`src/rtl/mips_loader_pkg.sv`:
```
// Shared types and default widths for the instruction-memory boot loader.
package mips_loader_pkg;

  typedef enum logic [1:0] {
    StIdle = 2'd0,
    StLoad = 2'd1,
    StHold = 2'd2,
    StRun  = 2'd3
  } state_e;

  localparam int unsigned DefaultDataW = 32;
  localparam int unsigned DefaultAddrW = 5;

endpackage

```
`src/rtl/ins_mem_loader_if.sv`:
```
// Instruction stream in, instruction-memory write port out.
interface ins_mem_loader_if
  import mips_loader_pkg::*;
#(
  parameter int unsigned DATA_W = DefaultDataW,
  parameter int unsigned ADDR_W = DefaultAddrW
);
  logic              in_valid;
  logic [DATA_W-1:0] in_data;
  logic              in_ready;
  logic              InsWrEN;
  logic [ADDR_W-1:0] InsWrAddr;
  logic [DATA_W-1:0] InsDataIn;

  // Loader side.
  modport slave (
    input  in_valid,
    input  in_data,
    output in_ready,
    output InsWrEN,
    output InsWrAddr,
    output InsDataIn
  );

  // Stream source / memory side.
  modport master (
    output in_valid,
    output in_data,
    input  in_ready,
    input  InsWrEN,
    input  InsWrAddr,
    input  InsDataIn
  );
endinterface

```
`src/rtl/ins_mem_loader.sv`:
```
// Boot loader: streams words into instruction memory, holds the CPU in reset
// while loading plus a settle time, then releases it.
module ins_mem_loader
  import mips_loader_pkg::*;
#(
  parameter int unsigned DATA_W      = DefaultDataW,
  parameter int unsigned ADDR_W      = DefaultAddrW,
  parameter int unsigned HOLD_CYCLES = 2
) (
  input  logic              clk,
  input  logic              nRST,
  ins_mem_loader_if.slave   bus,
  input  logic              start,
  input  logic [ADDR_W-1:0] base_addr,
  input  logic [ADDR_W:0]   word_count,
  output logic              cpu_nRST,
  output logic              cpu_nclear,
  output logic              busy,
  output logic              done,
  output logic              range_err,
  output logic [DATA_W-1:0] checksum
);

  localparam int unsigned HoldW = $clog2(HOLD_CYCLES + 1);
  localparam int unsigned SpanW = ADDR_W + 2;
  localparam logic [SpanW-1:0] Depth = SpanW'(2 ** ADDR_W);

  state_e            state_q, state_d;
  logic [ADDR_W-1:0] ptr_q, ptr_d;
  logic [ADDR_W:0]   remaining_q, remaining_d;
  logic [HoldW-1:0]  hold_q, hold_d;
  logic              wr_en_q, wr_en_d;
  logic [ADDR_W-1:0] wr_addr_q, wr_addr_d;
  logic [DATA_W-1:0] wr_data_q, wr_data_d;
  logic              range_err_q, range_err_d;
  logic [DATA_W-1:0] checksum_q, checksum_d;
  logic [SpanW-1:0]  range_end;
  logic              range_bad;

  // Request end address, wide enough that base + count never overflows.
  assign range_end = {2'b00, base_addr} + {1'b0, word_count};
  assign range_bad = range_end > Depth;

  // State register and registered datapath.
  always_ff @(posedge clk or negedge nRST) begin
    if (!nRST) begin
      state_q     <= StIdle;
      ptr_q       <= '0;
      remaining_q <= '0;
      hold_q      <= '0;
      wr_en_q     <= 1'b0;
      wr_addr_q   <= '0;
      wr_data_q   <= '0;
      range_err_q <= 1'b0;
      checksum_q  <= '0;
    end else begin
      state_q     <= state_d;
      ptr_q       <= ptr_d;
      remaining_q <= remaining_d;
      hold_q      <= hold_d;
      wr_en_q     <= wr_en_d;
      wr_addr_q   <= wr_addr_d;
      wr_data_q   <= wr_data_d;
      range_err_q <= range_err_d;
      checksum_q  <= checksum_d;
    end
  end

  // Next-state and datapath updates.
  always_comb begin
    state_d     = state_q;
    ptr_d       = ptr_q;
    remaining_d = remaining_q;
    hold_d      = hold_q;
    wr_en_d     = 1'b0;
    wr_addr_d   = wr_addr_q;
    wr_data_d   = wr_data_q;
    range_err_d = range_err_q;
    checksum_d  = checksum_q;
    unique case (state_q)
      StIdle, StRun: begin
        if (start) begin
          if (range_bad) begin
            // Rejected request leaves a running CPU alone.
            range_err_d = 1'b1;
          end else begin
            range_err_d = 1'b0;
            checksum_d  = '0;
            ptr_d       = base_addr;
            remaining_d = word_count;
            hold_d      = '0;
            state_d     = (word_count == '0) ? StHold : StLoad;
          end
        end
      end
      StLoad: begin
        if (bus.in_valid) begin
          wr_en_d     = 1'b1;
          wr_addr_d   = ptr_q;
          wr_data_d   = bus.in_data;
          ptr_d       = ptr_q + 1'b1;
          remaining_d = remaining_q - 1'b1;
          checksum_d  = checksum_q + bus.in_data;
          if (remaining_q == (ADDR_W + 1)'(1)) begin
            state_d = StHold;
            hold_d  = '0;
          end
        end
      end
      StHold: begin
        // Stays HOLD_CYCLES + 1 cycles so release lands HOLD_CYCLES + 1 edges after entry.
        if (hold_q == HoldW'(HOLD_CYCLES)) begin
          state_d = StRun;
        end else begin
          hold_d = hold_q + 1'b1;
        end
      end
      default: state_d = StIdle;
    endcase
  end

  // Status and handshake outputs are pure decodes of the state register.
  always_comb begin
    bus.in_ready = (state_q == StLoad);
    busy         = (state_q == StLoad) || (state_q == StHold);
    done         = (state_q == StRun);
    cpu_nRST     = (state_q == StRun);
    cpu_nclear   = (state_q == StRun);
  end

  assign bus.InsWrEN   = wr_en_q;
  assign bus.InsWrAddr = wr_addr_q;
  assign bus.InsDataIn = wr_data_q;
  assign range_err     = range_err_q;
  assign checksum      = checksum_q;

endmodule

```
`src/flat_wrapper.sv`:
```
// flat-port wrapper written by rule: the top's interface ports become plain ports
module ins_mem_loader_flat import mips_loader_pkg::*;
#(
  parameter int unsigned DATA_W      = DefaultDataW,
  parameter int unsigned ADDR_W      = DefaultAddrW,
  parameter int unsigned HOLD_CYCLES = 2
)
  (clk, nRST, start, base_addr, word_count, cpu_nRST, cpu_nclear, busy, done, range_err, checksum, bus_in_valid, bus_in_data, bus_in_ready, bus_InsWrEN, bus_InsWrAddr, bus_InsDataIn);
  ins_mem_loader_if #(.DATA_W(DATA_W), .ADDR_W(ADDR_W)) bus_i ();
  input  logic clk;
  input  logic nRST;
  input  logic start;
  input  logic [ADDR_W-1:0] base_addr;
  input  logic [ADDR_W:0] word_count;
  output logic cpu_nRST;
  output logic cpu_nclear;
  output logic busy;
  output logic done;
  output logic range_err;
  output logic [DATA_W-1:0] checksum;
  input wire logic [$bits(bus_i.in_valid)-1:0] bus_in_valid;
  input wire logic [$bits(bus_i.in_data)-1:0] bus_in_data;
  output wire logic [$bits(bus_i.in_ready)-1:0] bus_in_ready;
  output wire logic [$bits(bus_i.InsWrEN)-1:0] bus_InsWrEN;
  output wire logic [$bits(bus_i.InsWrAddr)-1:0] bus_InsWrAddr;
  output wire logic [$bits(bus_i.InsDataIn)-1:0] bus_InsDataIn;
  assign bus_i.in_valid = bus_in_valid;
  assign bus_i.in_data = bus_in_data;
  assign bus_in_ready = bus_i.in_ready;
  assign bus_InsWrEN = bus_i.InsWrEN;
  assign bus_InsWrAddr = bus_i.InsWrAddr;
  assign bus_InsDataIn = bus_i.InsDataIn;
  ins_mem_loader #(.DATA_W(DATA_W), .ADDR_W(ADDR_W), .HOLD_CYCLES(HOLD_CYCLES)) u_core (.clk(clk), .nRST(nRST), .bus(bus_i), .start(start), .base_addr(base_addr), .word_count(word_count), .cpu_nRST(cpu_nRST), .cpu_nclear(cpu_nclear), .busy(busy), .done(done), .range_err(range_err), .checksum(checksum));
endmodule
```
`config.mk`:
```
export PLATFORM = sky130hd
export DESIGN_NAME = ins_mem_loader_flat
export DESIGN_NICKNAME = d
export VERILOG_FILES = /design/src/rtl/mips_loader_pkg.sv /design/src/rtl/ins_mem_loader_if.sv /design/src/rtl/ins_mem_loader.sv /design/src/flat_wrapper.sv
export SDC_FILE = /design/constraint.sdc
export NUM_CORES = 1
export LEC_CHECK = 0
export CAP_MARGIN = 20
export CORE_MARGIN = 1
export CORE_UTILIZATION = 35
export CTS_BUF_LIST = sky130_fd_sc_hd__clkbuf_16
export DETAILED_ROUTE_END_ITERATION = 12
export PLACE_DENSITY = 0.61
export SLEW_MARGIN = 30
export SYNTH_ARGS = -nofsm -noshare
export SYNTH_HDL_FRONTEND = slang
export SYNTH_SLANG_ARGS = --single-unit
export TNS_END_PERCENT = 100
```
`constraint.sdc`:
```
create_clock -name clk -period 6.15 [get_ports clk]
set_clock_uncertainty 0.15 [all_clocks]
set_input_delay 0.615 -clock clk [delete_from_list [all_inputs] [get_ports clk]]
set_output_delay 0.615 -clock clk [all_outputs]
set_load 0.1 [all_outputs]
```
==> results of run 1 <==
## flip-flops by register name (all words and copies together), names as in the netlist
name	flops
u_core.checksum	32
u_core.bus.InsWrAddr	5
u_core.ptr_q	5
u_core.range_err	1
u_core.bus.InsWrEN	1
u_core.state_q	2
u_core.bus.InsDataIn	32
u_core.hold_q	2
u_core.remaining_q	6
## worst max-delay path: cells and delay by family
kind	cells	cell delay, ns
AO/OA/AOI/OAI	5	1.58
buffers and inverters	3	0.93
AND/OR/NAND/NOR	2	0.27
adder cells (fa/ha/maj)	3	0.95
## metrics by stage
| step | cells | hold WS (ns) |
|---|---|---|
| 2_1_floorplan | 546 | 0.169 |
| 3_3_place_gp | 834 | 0.327 |
| 3_5_place_dp | 834 | 0.334 |
| 4_1_cts | 849 | 0.0392 |
| 5_1_grt | 849 | 0.0506 |
| 6_report | 849 | 0.0292 |
## synthesized netlist by cell type, drive strengths merged (3+ instances only)
library cell	n
a221o	3
buf	8
nor3	13
nand2	69
a21o	10
o21a	5
dfrtp	86
inv	26
nor2b	5
xor2	15
a21oi	36
a211o	5
xnor2	11
a211oi	5
nor3b	4
clkbuf	13
and3	6
o211ai	3
o21ai	38
a31oi	5
mux2	38
and4	3
o21bai	4
nor2	18
ha	43
nand3	14
or4	3
nand2b	4
o31ai	18
## layout by cell type (no fill, tap or decap), drive strengths merged, types with 15 or more instances in the layout
cell type / synthesis / layout
clkdlybuf4s50: 0 / 119
dfrtp: 86 / 86
nand2: 69 / 69
ha: 43 / 43
mux2: 38 / 38
o21ai: 38 / 38
a21oi: 36 / 36
inv: 26 / 26
nor2: 18 / 18
o31ai: 18 / 18
xor2: 15 / 15
## per-layer routing
| layer | share of wire, % | vias to the layer above |
|---|---|---|
| li1 | - | 2226 |
| met1 | 45 | 2225 |
| met2 | 49 | 95 |
| met3 | 3.9 | 17 |
| met4 | 1.8 | 0 |
| met5 | 0 | - |
## path summary, 6_finish.rpt
path / startpoint / end / slack (ns) / cells after the start
max reg2reg: u_core.checksum[0]$_DFFE_PN0P_ / u_core.checksum[26]$_DFFE_PN0P_ / 2.77 / 11
max in group asynchronous: nRST / u_core.checksum[17]$_DFFE_PN0P_ / 4.70 / 2
max: word_count[0] / u_core.checksum[18]$_DFFE_PN0P_ / 1.90 / 13
min: nRST / u_core.bus.InsDataIn[14]$_DFFE_PN0P_ / 0.03 / 1
min in group clk: u_core.remaining_q[4]$_DFFE_PN0P_ / u_core.remaining_q[4]$_DFFE_PN0P_ / 0.35 / 2
min reg2reg: u_core.remaining_q[4]$_DFFE_PN0P_ / u_core.remaining_q[4]$_DFFE_PN0P_ / 0.35 / 2
## logic make-up (layout without fill, tap and decap cells)
| group | count (synthesis) | count (layout) |
|---|---|---|
| AO/OA/AOI/OAI | 155 | 155 |
| XOR/XNOR | 26 | 26 |
| adder cells (fa/ha/maj) | 46 | 46 |
| buffers and inverters | 47 | 166 |
| flip-flops | 86 | 86 |
| multiplexers | 39 | 39 |
| AND/OR/NAND/NOR | 147 | 147 |
## layout make-up
type                    instances  area, um^2  share of cell area [%]
multi-input cells             413        3020                    42.9
clock inverters                 6        87.6                    1.24
well taps                     184         230                    3.27
clock buffers                   9         225                    3.20
inverters                      26        97.6                    1.38
flip-flops and latches         86        2150                    30.5
repair buffers                125        1230                    17.5
==> results.json, run 1 <==
{
  "n_fill_cell": 1377,
  "max_slew_margin_pct": 32.1,
  "synth_top_family_by_area": "compound AO/OA/AOI/OAI gates",
  "drt-vias-per-instance": 5.37,
  "cpMaxStageDelayCell": "o21a_2",
  "status": "finished clean",
  "core_um2": 14800,
  "htreeDepth": 3,
  "ys_ff_latch": 86,
  "max_stage_delay_ns": 0.82,
  "synth_area_per_cell_um2": 9.81,
  "required_ns": 6.24,
  "cts.sinks": 86,
  "cp-start-kind": "input pin",
  "chipHeight_um": 126,
  "dr.pass1.iters": 4,
  "synth-simple-area-share_pct": 13.1,
  "use_met1_pct": 22.4,
  "synth_cell_types": 66,
  "synth_top_cell_by_area": "dfrtp_1",
  "synth_nets": 638,
  "met2_usage_pct": 32.5,
  "ys.flop_type": "dfrtp_1",
  "arrival_ns": 4.34,
  "synthMuxAreaShare_pct": 8.18,
  "hold_viol": 0,
  "yosysWarningCount": 0,
  "die_area_um2": 15800,
  "report.final.slew_viol_count": 0,
  "antenna_found_initial": 0,
  "layout-drive-gt1-share_pct": 10.7,
  "path_clk_slew_ns": 0.07,
  "busiest_layer": "met2",
  "final_area_um2": 7050,
  "cp_max_fo": 48,
  "diodes": 0,
  "placed_area_um2": 6740,
  "hold_buffers": 0,
  "rows": 44,
  "grt_setup_unrepaired": "false",
  "port_buffers": 122,
  "io_pins": 123,
  "synthXorXnorAreaFrac_pct": 4.25,
  "fin_nets": 753,
  "synth_compound_area_share_pct": 19.8,
  "post_cts_buffers": 0,
  "worstSkewPairLatency_ns": 0.35,
  "synthTopCellsByArea": "dfrtp_1, ha_1, mux2_2",
  "ant_nets": 0,
  "synthCells": 546,
  "finalSetupViolCount": 0,
  "die_w_um": 126,
  "critPathKind": "in -> reg",
  "maxCapViolCount": 0,
  "grt_start_max_net_pins": 59,
  "area_growth_pct": 31.6,
  "place.gp.congestion": 0.891,
  "wire_per_inst_um": 16.6,
  "synth.yosys.seq_area_share_pct": 40.2,
  "syn_area_um2": 5360,
  "grt_util_met3_pct": 3.40,
  "cts.path.max_buffers": 2,
  "synth-adder-area-share_pct": 11.0,
  "grt_pass1_wl_um": 23200,
  "cp-end-kind": "flip-flop",
  "drc": 0,
  "synth-edff-count": 0,
  "grt_pass1_vias": 4631,
  "async_reset_ff_share_pct": 100,
  "grt_usage_pct": 18.5,
  "yosysTopAreaCellShare_pct": 40.2,
  "hold_class": "in -> async",
  "start_util_pct": 36.3,
  "fin_ws_ns": 1.90,
  "cts_resized": 0,
  "worst_pin_slew_ns": 1.01,
  "path_cells": "clkdlybuf4s50_1 > ha_1 > inv_1 > fa_1 > nand2b_1 > a21oi_1 > a211oi_1 > maj3_1 > a211oi_2 > o21a_2 > buf_4 > nand2_1 > o31ai_1",
  "fin_crit_ns": 4.25,
  "post-route-period-util_pct": 69.1,
  "hpwl_um": 10400,
  "vias": 4563,
  "fin_tns_setup_ns": 0,
  "post-route-util_pct": 47.8,
  "cts_root_buf": "clkbuf_16",
  "grt_overflow": 0,
  "routed_wl_um": 14100,
  "fmax_mhz": 235,
  "first_iter_violations": 259,
  "cts_tree": "done",
  "dp_slack_ns": 1.54,
  "numCtsBuffers": 9
}
Power of run 1 is left out: the tool's default activity adds up to more than one toggle a clock period on the data nets, which glitch-free logic cannot reach.
==> run 2, diff against run 1 <==
==> constraint.sdc (replaced) <==
create_clock -name clk -period 4.4 [get_ports clk]
set_clock_uncertainty 0.15 [all_clocks]
set_input_delay 0.44 -clock clk [delete_from_list [all_inputs] [get_ports clk]]
set_output_delay 0.44 -clock clk [all_outputs]
set_load 0.1 [all_outputs]
==> run 2 against run 1 <==
Non-clock buffer count is 4 higher. Core utilization shrank 0.20 points. Flip-flop and latch count is the same. Critical path depth decreased by 1. Cell count up 0.35%. Final area is 0.41% lower. Setup slack got worse by 1.2 ns. Global-route usage increased by 0.30 points.
==> results.json, run 2 (synthesis results as in run 1) <==
{
  "hold_viol": 0,
  "ant_nets": 0,
  "numCtsBuffers": 9,
  "cts.sinks": 86,
  "fin_nets": 757,
  "arrival_ns": 3.74,
  "maxCapViolCount": 0,
  "diodes": 0,
  "drt-vias-per-instance": 5.40,
  "hold_class": "reg -> reg",
  "cp_max_fo": 28,
  "final_common_cell": "clkdlybuf4s50_1",
  "cp-end-kind": "flip-flop",
  "rows": 44,
  "place.gp.congestion": 0.914,
  "r2r_start": "u_core.checksum[0]$_DFFE_PN0P_",
  "hpwl_um": 10500,
  "final_cell_mix": "clkdlybuf4s50_1, dfrtp_1, nand2_1",
  "ff_latch_area_um2": 2150,
  "routed_wl_um": 14000,
  "path_clk_slew_ns": 0.06,
  "max_stage_delay_ns": 0.55,
  "first_iter_violations": 239,
  "die_area_um2": 15800,
  "area_growth_pct": 31.1,
  "cts_tree": "done",
  "cts_root_buf": "clkbuf_16",
  "path_cells": "clkdlybuf4s50_1 > ha_1 > inv_1 > fa_1 > nand2b_1 > a21oi_1 > a211oi_1 > maj3_1 > a211oi_2 > o21a_2 > buf_4 > o31ai_1",
  "die_w_um": 126,
  "start_util_pct": 36.3,
  "io_pins": 123,
  "wire_per_inst_um": 16.4,
  "post-route-util_pct": 47.6,
  "multi_input_comb_area_um2": 3020,
  "report.final.slew_viol_count": 0,
  "vias": 4604,
  "grt_usage_pct": 18.8,
  "layout-drive-gt1-share_pct": 10.3,
  "critPathKind": "in -> reg",
  "cpMaxStageDelayCell": "o21a_2",
  "startpoint": "word_count[0]",
  "status": "finished clean",
  "worstSkewPairLatency_ns": 0.35,
  "post-route-period-util_pct": 84.2,
  "dr.pass1.iters": 7,
  "antenna_found_initial": 0,
  "max_slew_margin_pct": 32.2,
  "htreeDepth": 3,
  "fmax_mhz": 270,
  "core_um2": 14800,
  "required_ns": 4.44,
  "min-delay-start": "u_core.bus.InsDataIn[23]$_DFFE_PN0P_",
  "worst_pin_slew_ns": 1.01,
  "grt_pass1_vias": 4650,
  "drc": 0,
  "grt_start_max_net_pins": 51,
  "port_buffers": 122,
  "grt_overflow": 0,
  "fin_crit_ns": 3.71,
  "grt_setup_unrepaired": "false",
  "n_fill_cell": 1399,
  "fin_tns_setup_ns": 0,
  "chipHeight_um": 126,
  "finalSetupViolCount": 0,
  "grt_pass1_wl_um": 23500,
  "cp-start-kind": "input pin",
  "post_cts_buffers": 0,
  "cts.path.max_buffers": 2
}
run 2: changes by cell type in the layout (fill, tap and decap cells not counted), moves of 2 or more:
cell	change
buf_4	+3
clkinv_2	+2
buf_2	-2
bufinv_16	-2
clkinvlp_4	-2
clkdlybuf4s50_1	+2
inv_1	+2
run 2: critical path: cells and delay by family:
kind,cells,cell delay [ns]
AOI/OAI and AO/OA,5,1.33
and+or+nand+nor,1,0.17
adders and majority gates,3,0.93
buffers and inverters,3,0.86
run 2: routing by layer:
metal	GRT usage, %	up-vias	part of all wire, %
li1	-	2232	-
met1	24.3	2221	46
met2	31.1	130	47
met3	3.23	21	4.1
met4	7.53	0	2.1
met5	0	-	0
run 2: repair_timing:
| action | 4_1_cts | 5_1_grt |
|---|---|---|
| resized for setup | 0 | 0 |
| endpoints found under the hold margin | 8 | 0 |
| endpoints found under the setup margin | 0 | 0 |
| hold buffers | 1 | 0 |
run 2: final timing paths:
kind,end,slack [ns],cells past startpoint
max,u_core.checksum[15]$_DFFE_PN0P_,0.69,12
min,u_core.bus.InsDataIn[23]$_DFFE_PN0P_,0.35,1
max reg2reg,u_core.checksum[26]$_DFFE_PN0P_,1.00,11
min reg2reg,u_core.bus.InsDataIn[23]$_DFFE_PN0P_,0.35,1
max in group asynchronous,u_core.checksum[14]$_DFFE_PN0P_,2.59,3
min in group asynchronous,u_core.bus.InsDataIn[11]$_DFFE_PN0P_,0.52,2
run 2: layout make-up:
type | count | area share [%]
well taps | 184 | 3.28
flip-flops and latches | 86 | 30.7
clock inverters | 5 | 0.303
repair buffers | 129 | 18.1
inverters | 26 | 1.39
clock buffers | 9 | 3.21
multi-input cells | 413 | 43.0
run 2: metrics by stage:
| step | std cells | hold WS [ns] | cell area [um^2] | setup WS (ns) |
|---|---|---|---|---|
| floorplan | 546 | -0.00559 | 5360 | 0.717 |
| global placement | 837 | 0.333 | 6760 | 0.433 |
| CTS | 852 | 0.355 | 7020 | 0.705 |
| detailed placement | 837 | 0.342 | 6760 | 0.324 |
| finish | 852 | 0.351 | 7020 | 0.695 |
| global route | 852 | 0.366 | 7020 | 0.417 |
Power of run 2 is left out for the same reason.
==> RTL edit 1: new RTL, flow settings as in run 2 <==
Encoding of `state_e`: now one-hot (4 bits for 4 states).
--- a/src/rtl/mips_loader_pkg.sv
+++ b/src/rtl/mips_loader_pkg.sv
@@ -2,9 +2,9 @@
 package mips_loader_pkg;
 
-  typedef enum logic [1:0] {
-    StIdle = 2'd0,
-    StLoad = 2'd1,
-    StHold = 2'd2,
-    StRun  = 2'd3
+  typedef enum logic [3:0] {
+    StIdle = 4'b0001,
+    StLoad = 4'b0010,
+    StHold = 4'b0100,
+    StRun  = 4'b1000
   } state_e;
 
Function: no difference found for any inputs over 4 cycles, from zero or initial values and one cycle with nRST low; so few cycles prove little.
==> RTL edit 1 against run 2 <==
- sequential cell count increased by 2
- final cell count is 14% higher
- worst setup slack improved by 340 ps
- area after synthesis is 4.5% higher
- via count grew 13%
- maximum frequency grew 10%
- wire length increased by 8.7%
- final area increased by 3.0%
Power is not shown: default switching activity piles up to over one toggle a cycle in this logic, so the estimate is an artifact.
==> RTL edit 1: results (changes against run 2) <==
most instantiated library cell after synthesis = nand2_1
vias in the first global route = 4957 (+6.6%)
worst hold slack = 10.13 ps (-340.7 ps)
Final nets = 843 (+11%)
top post-synthesis cells by area = dfrtp_1, nand2_1, ha_1, a21oi_1, o21ai_0
wire per inst = 15.74 um (-4.3%)
slowest stage delay, CP = 420 ps (-130 ps)
Netlist cell types = 69 (+4.5%)
Total Routing Usage GR = 0.1891 (+0.001538)
crit path from = bus_in_data[0]
Hold Crit Class = input port to asynchronous set/reset pin
gpl congestion = 0.9039 (-1.1%)
syn_nets = 737 (+16%)
post-synthesis mux area share = 0.003577 (-0.07820)
crit path DAT = 3460 ps (-280 ps)
CP Max Fanout = 5 (-82%)
adder-cell area share of the yosys netlist = 0.09658 (-0.01323)
reg2reg end = u_core.checksum[22]
Initial DRC Count = 326 (+36%)
largest net degree at the start of global routing = 76 (+49%)
slowest stage cell, crit path = clkdlybuf4s50_1
Register-to-Register Path Depth = 9 (-2)
synth cell count leaders = nand2_1, dfrtp_1, a21oi_1, ha_1, o21ai_0
worst slew pin tran = 996.9 ps (-17.01 ps)
status = complete, no violations
First-pass DRT Iterations = 4 (-3)
[RTL edit 1: cell type report]
cell class / count / area [um2]
clock inverters: 5 / 20.02
flip-flops and latches: 88 / 2203
repair buffers: 129 / 1266
fillers: 1536 / 8198
inverters: 26 / 97.59
well taps: 211 / 264.0
clock buffers: 9 / 225.2
multi-input cells: 500 / 3153
[RTL edit 1: kinds of logic after synthesis]
group,count (synthesis)
compound gates,184
xor+xnor,25
buf+inv,60
mux,2
flops,88
simple gates,247
fa+ha+maj,42
[RTL edit 1: layer usage]
metal,vias up,routed length (um),GRT usage
met5,-,0,0
met4,0,153,0.04983
met3,14,713,0.04449
met2,134,7169,0.3043
met1,2516,7196,0.2547
li1,2527,-,-
[RTL edit 1: stage by stage]
step / std cells / setup slack, ps / util
floorplan: 648 / 897.7 / -
global placement: 954 / 752.4 / 0.4527
detailed placement: 954 / 705.9 / 0.4527
CTS: 968 / 1075 / 0.4686
global route: 968 / 842.2 / 0.4686
finish: 968 / 1030 / 0.4686
==> RTL edit 2: new RTL, config.mk and constraints of run 2 <==
Made on the original files. `HOLD_CYCLES` is set to 2 in 2 places; all go to 1.
--- a/src/rtl/ins_mem_loader.sv
+++ b/src/rtl/ins_mem_loader.sv
@@ -6,5 +6,5 @@
   parameter int unsigned DATA_W      = DefaultDataW,
   parameter int unsigned ADDR_W      = DefaultAddrW,
-  parameter int unsigned HOLD_CYCLES = 2
+  parameter int unsigned HOLD_CYCLES = 1
 ) (
   input  logic              clk,
--- a/src/flat_wrapper.sv
+++ b/src/flat_wrapper.sv
@@ -4,5 +4,5 @@
   parameter int unsigned DATA_W      = DefaultDataW,
   parameter int unsigned ADDR_W      = DefaultAddrW,
-  parameter int unsigned HOLD_CYCLES = 2
+  parameter int unsigned HOLD_CYCLES = 1
 )
   (clk, nRST, start, base_addr, word_count, cpu_nRST, cpu_nclear, busy, done, range_err, checksum, bus_in_valid, bus_in_data, bus_in_ready, bus_InsWrEN, bus_InsWrAddr, bus_InsDataIn);
Formal check against the unedited RTL: not equivalent (a bounded check fails within 4 cycles, from zero or initial values and one cycle with nRST low).
==> RTL edit 2 against run 2 <==
- area after synthesis grew 2.5%
- final area grew 2.1%
- worst setup slack lost 57 ps
- final cell count grew 3.4%
- wire length shrank 0.24%
- die area grew 2.5%
- utilization shrank 0.59 points
- sequential cell count shrank 1
- largest cell class unchanged
Power is left out: the tool's default activity adds up to more than one toggle a clock period on the data nets, which glitch-free logic cannot reach.
==> RTL edit 2: results (changes against run 2) <==
status = complete, no violations
Total Routing Usage GR = 0.1807 (-0.006918)
met2 usage = 0.3035 (-0.007294)
worst slew pin tran = 1029 ps (+15.31 ps)
first-pass GRT wire length = 23.12 mm (-1.6%)
CP Max Fanout = 25 (-11%)
register area share after synthesis = 0.3875 (-0.01436)
worst slack at placement = 292.5 ps (-31.50 ps)
Fmax = 265.8 MHz (-1.5%)
grt met3 use = 0.02848 (-0.003810)
cell count after placement = 864 (+3.2%)
crit path DAT = 3870 ps (+130 ps)
largest net degree at the start of global routing = 46 (-9.8%)
synth cell count leaders = dfrtp_1, nand2_1, o21ai_0
syn_nets = 646 (+1.3%)
Via density = 5.236 (-3.1%)
fillers = 1434 (+2.5%)
gpl congestion = 0.8384 (-8.3%)
Initial DRC Count = 356 (+49%)
met1 Use GR = 0.2370 (-0.006395)
Post-Syn Instances = 555 (+1.6%)
fraction of layout cells with a size suffix above 1 = 0.1179 (+0.01462)
vias in the first global route = 4525 (-2.7%)
Final nets = 756 (-0.13%)
wire per inst = 15.86 um (-3.5%)
First-pass DRT Iterations = 5 (-2)
Post-DP HPWL = 10.66 mm (+1.8%)
top post-synthesis cells by area = dfrtp_1, ha_1, mux2_2, o21ai_0, nand2_1
==> RTL edit 2: cell count changes in the layout (fill, tap and decap cells not counted), moves of 5 or more <==
| cell | delta |
|---|---|
| o21ai_0 | +19 |
| nand2_1 | -18 |
| a21o_1 | +10 |
| nand4_1 | +10 |
| o21ai_1 | -9 |
| o31ai_1 | -8 |
| o22ai_1 | +6 |
| inv_1 | -5 |
==> RTL edit 2: cell type report <==
cell class	count	area [um2]	share of cell area
timing repair buffer	129	1274	0.1777
clock inverter	7	60.06	0.008377
clock buffer	9	225.2	0.03141
tap	211	264.0	0.03682
sequential	85	2127	0.2967
inverter	23	86.33	0.01204
multi-input combinational	417	3133	0.4370
==> RTL edit 2: per-layer routing <==
metal	vias to the layer above	routed length (um)
met1	2237	6415
met2	94	6883
met4	0	227
li1	2269	-
met5	-	0
met3	13	450
==> RTL edit 2: critical path, stage by stage <==
cell             delay [ps]
clkdlybuf4s50_1         490
ha_1                    190
inv_1                    60
fa_1                    410
xnor2_1                 190
nor3b_1                 280
o21ai_0                 180
a221oi_4                340
o21ai_2                 140
a21o_1                  490
nor4b_2                 370
mux2i_1                 110
a22oi_1                 180
==> RTL edit 2: worst paths after layout <==
kind                       depth (start not counted)               start                       end  slack, ps
hold / removal                                     2  u_core.checksum[6]        u_core.checksum[6]        350
setup reg to reg                                  11  u_core.checksum[0]       u_core.checksum[30]       1000
min in group asynchronous                          2                nRST  u_core.bus.InsDataIn[25]        470
hold reg to reg                                    2  u_core.checksum[6]        u_core.checksum[6]        350
setup / recovery                                  13       word_count[0]       u_core.checksum[31]        640
max in group asynchronous                          3                nRST        u_core.checksum[5]       2630
==> RTL edit 2: cell families (layout without fill, tap and decap cells) <==
family,count (synthesis),count (layout),synth area share
flip-flops,85,85,0.3875
buffers and inverters,53,168,0.04194
adder cells (fa/ha/maj),44,44,0.1030
AND/OR/NAND/NOR,129,129,0.1176
XOR/XNOR,27,27,0.04308
multiplexers,43,43,0.08730
AO/OA/AOI/OAI,174,174,0.2195
==> RTL edit 2: metrics by stage <==
step                      hold WS [ps]  cell area (um2)
after global placement           308.9             6874
after detailed placement         325.5             6874
after floorplan                 -5.591             5489
final                            348.8             7169
after global routing             374.2             7169
after CTS                        351.6             7169
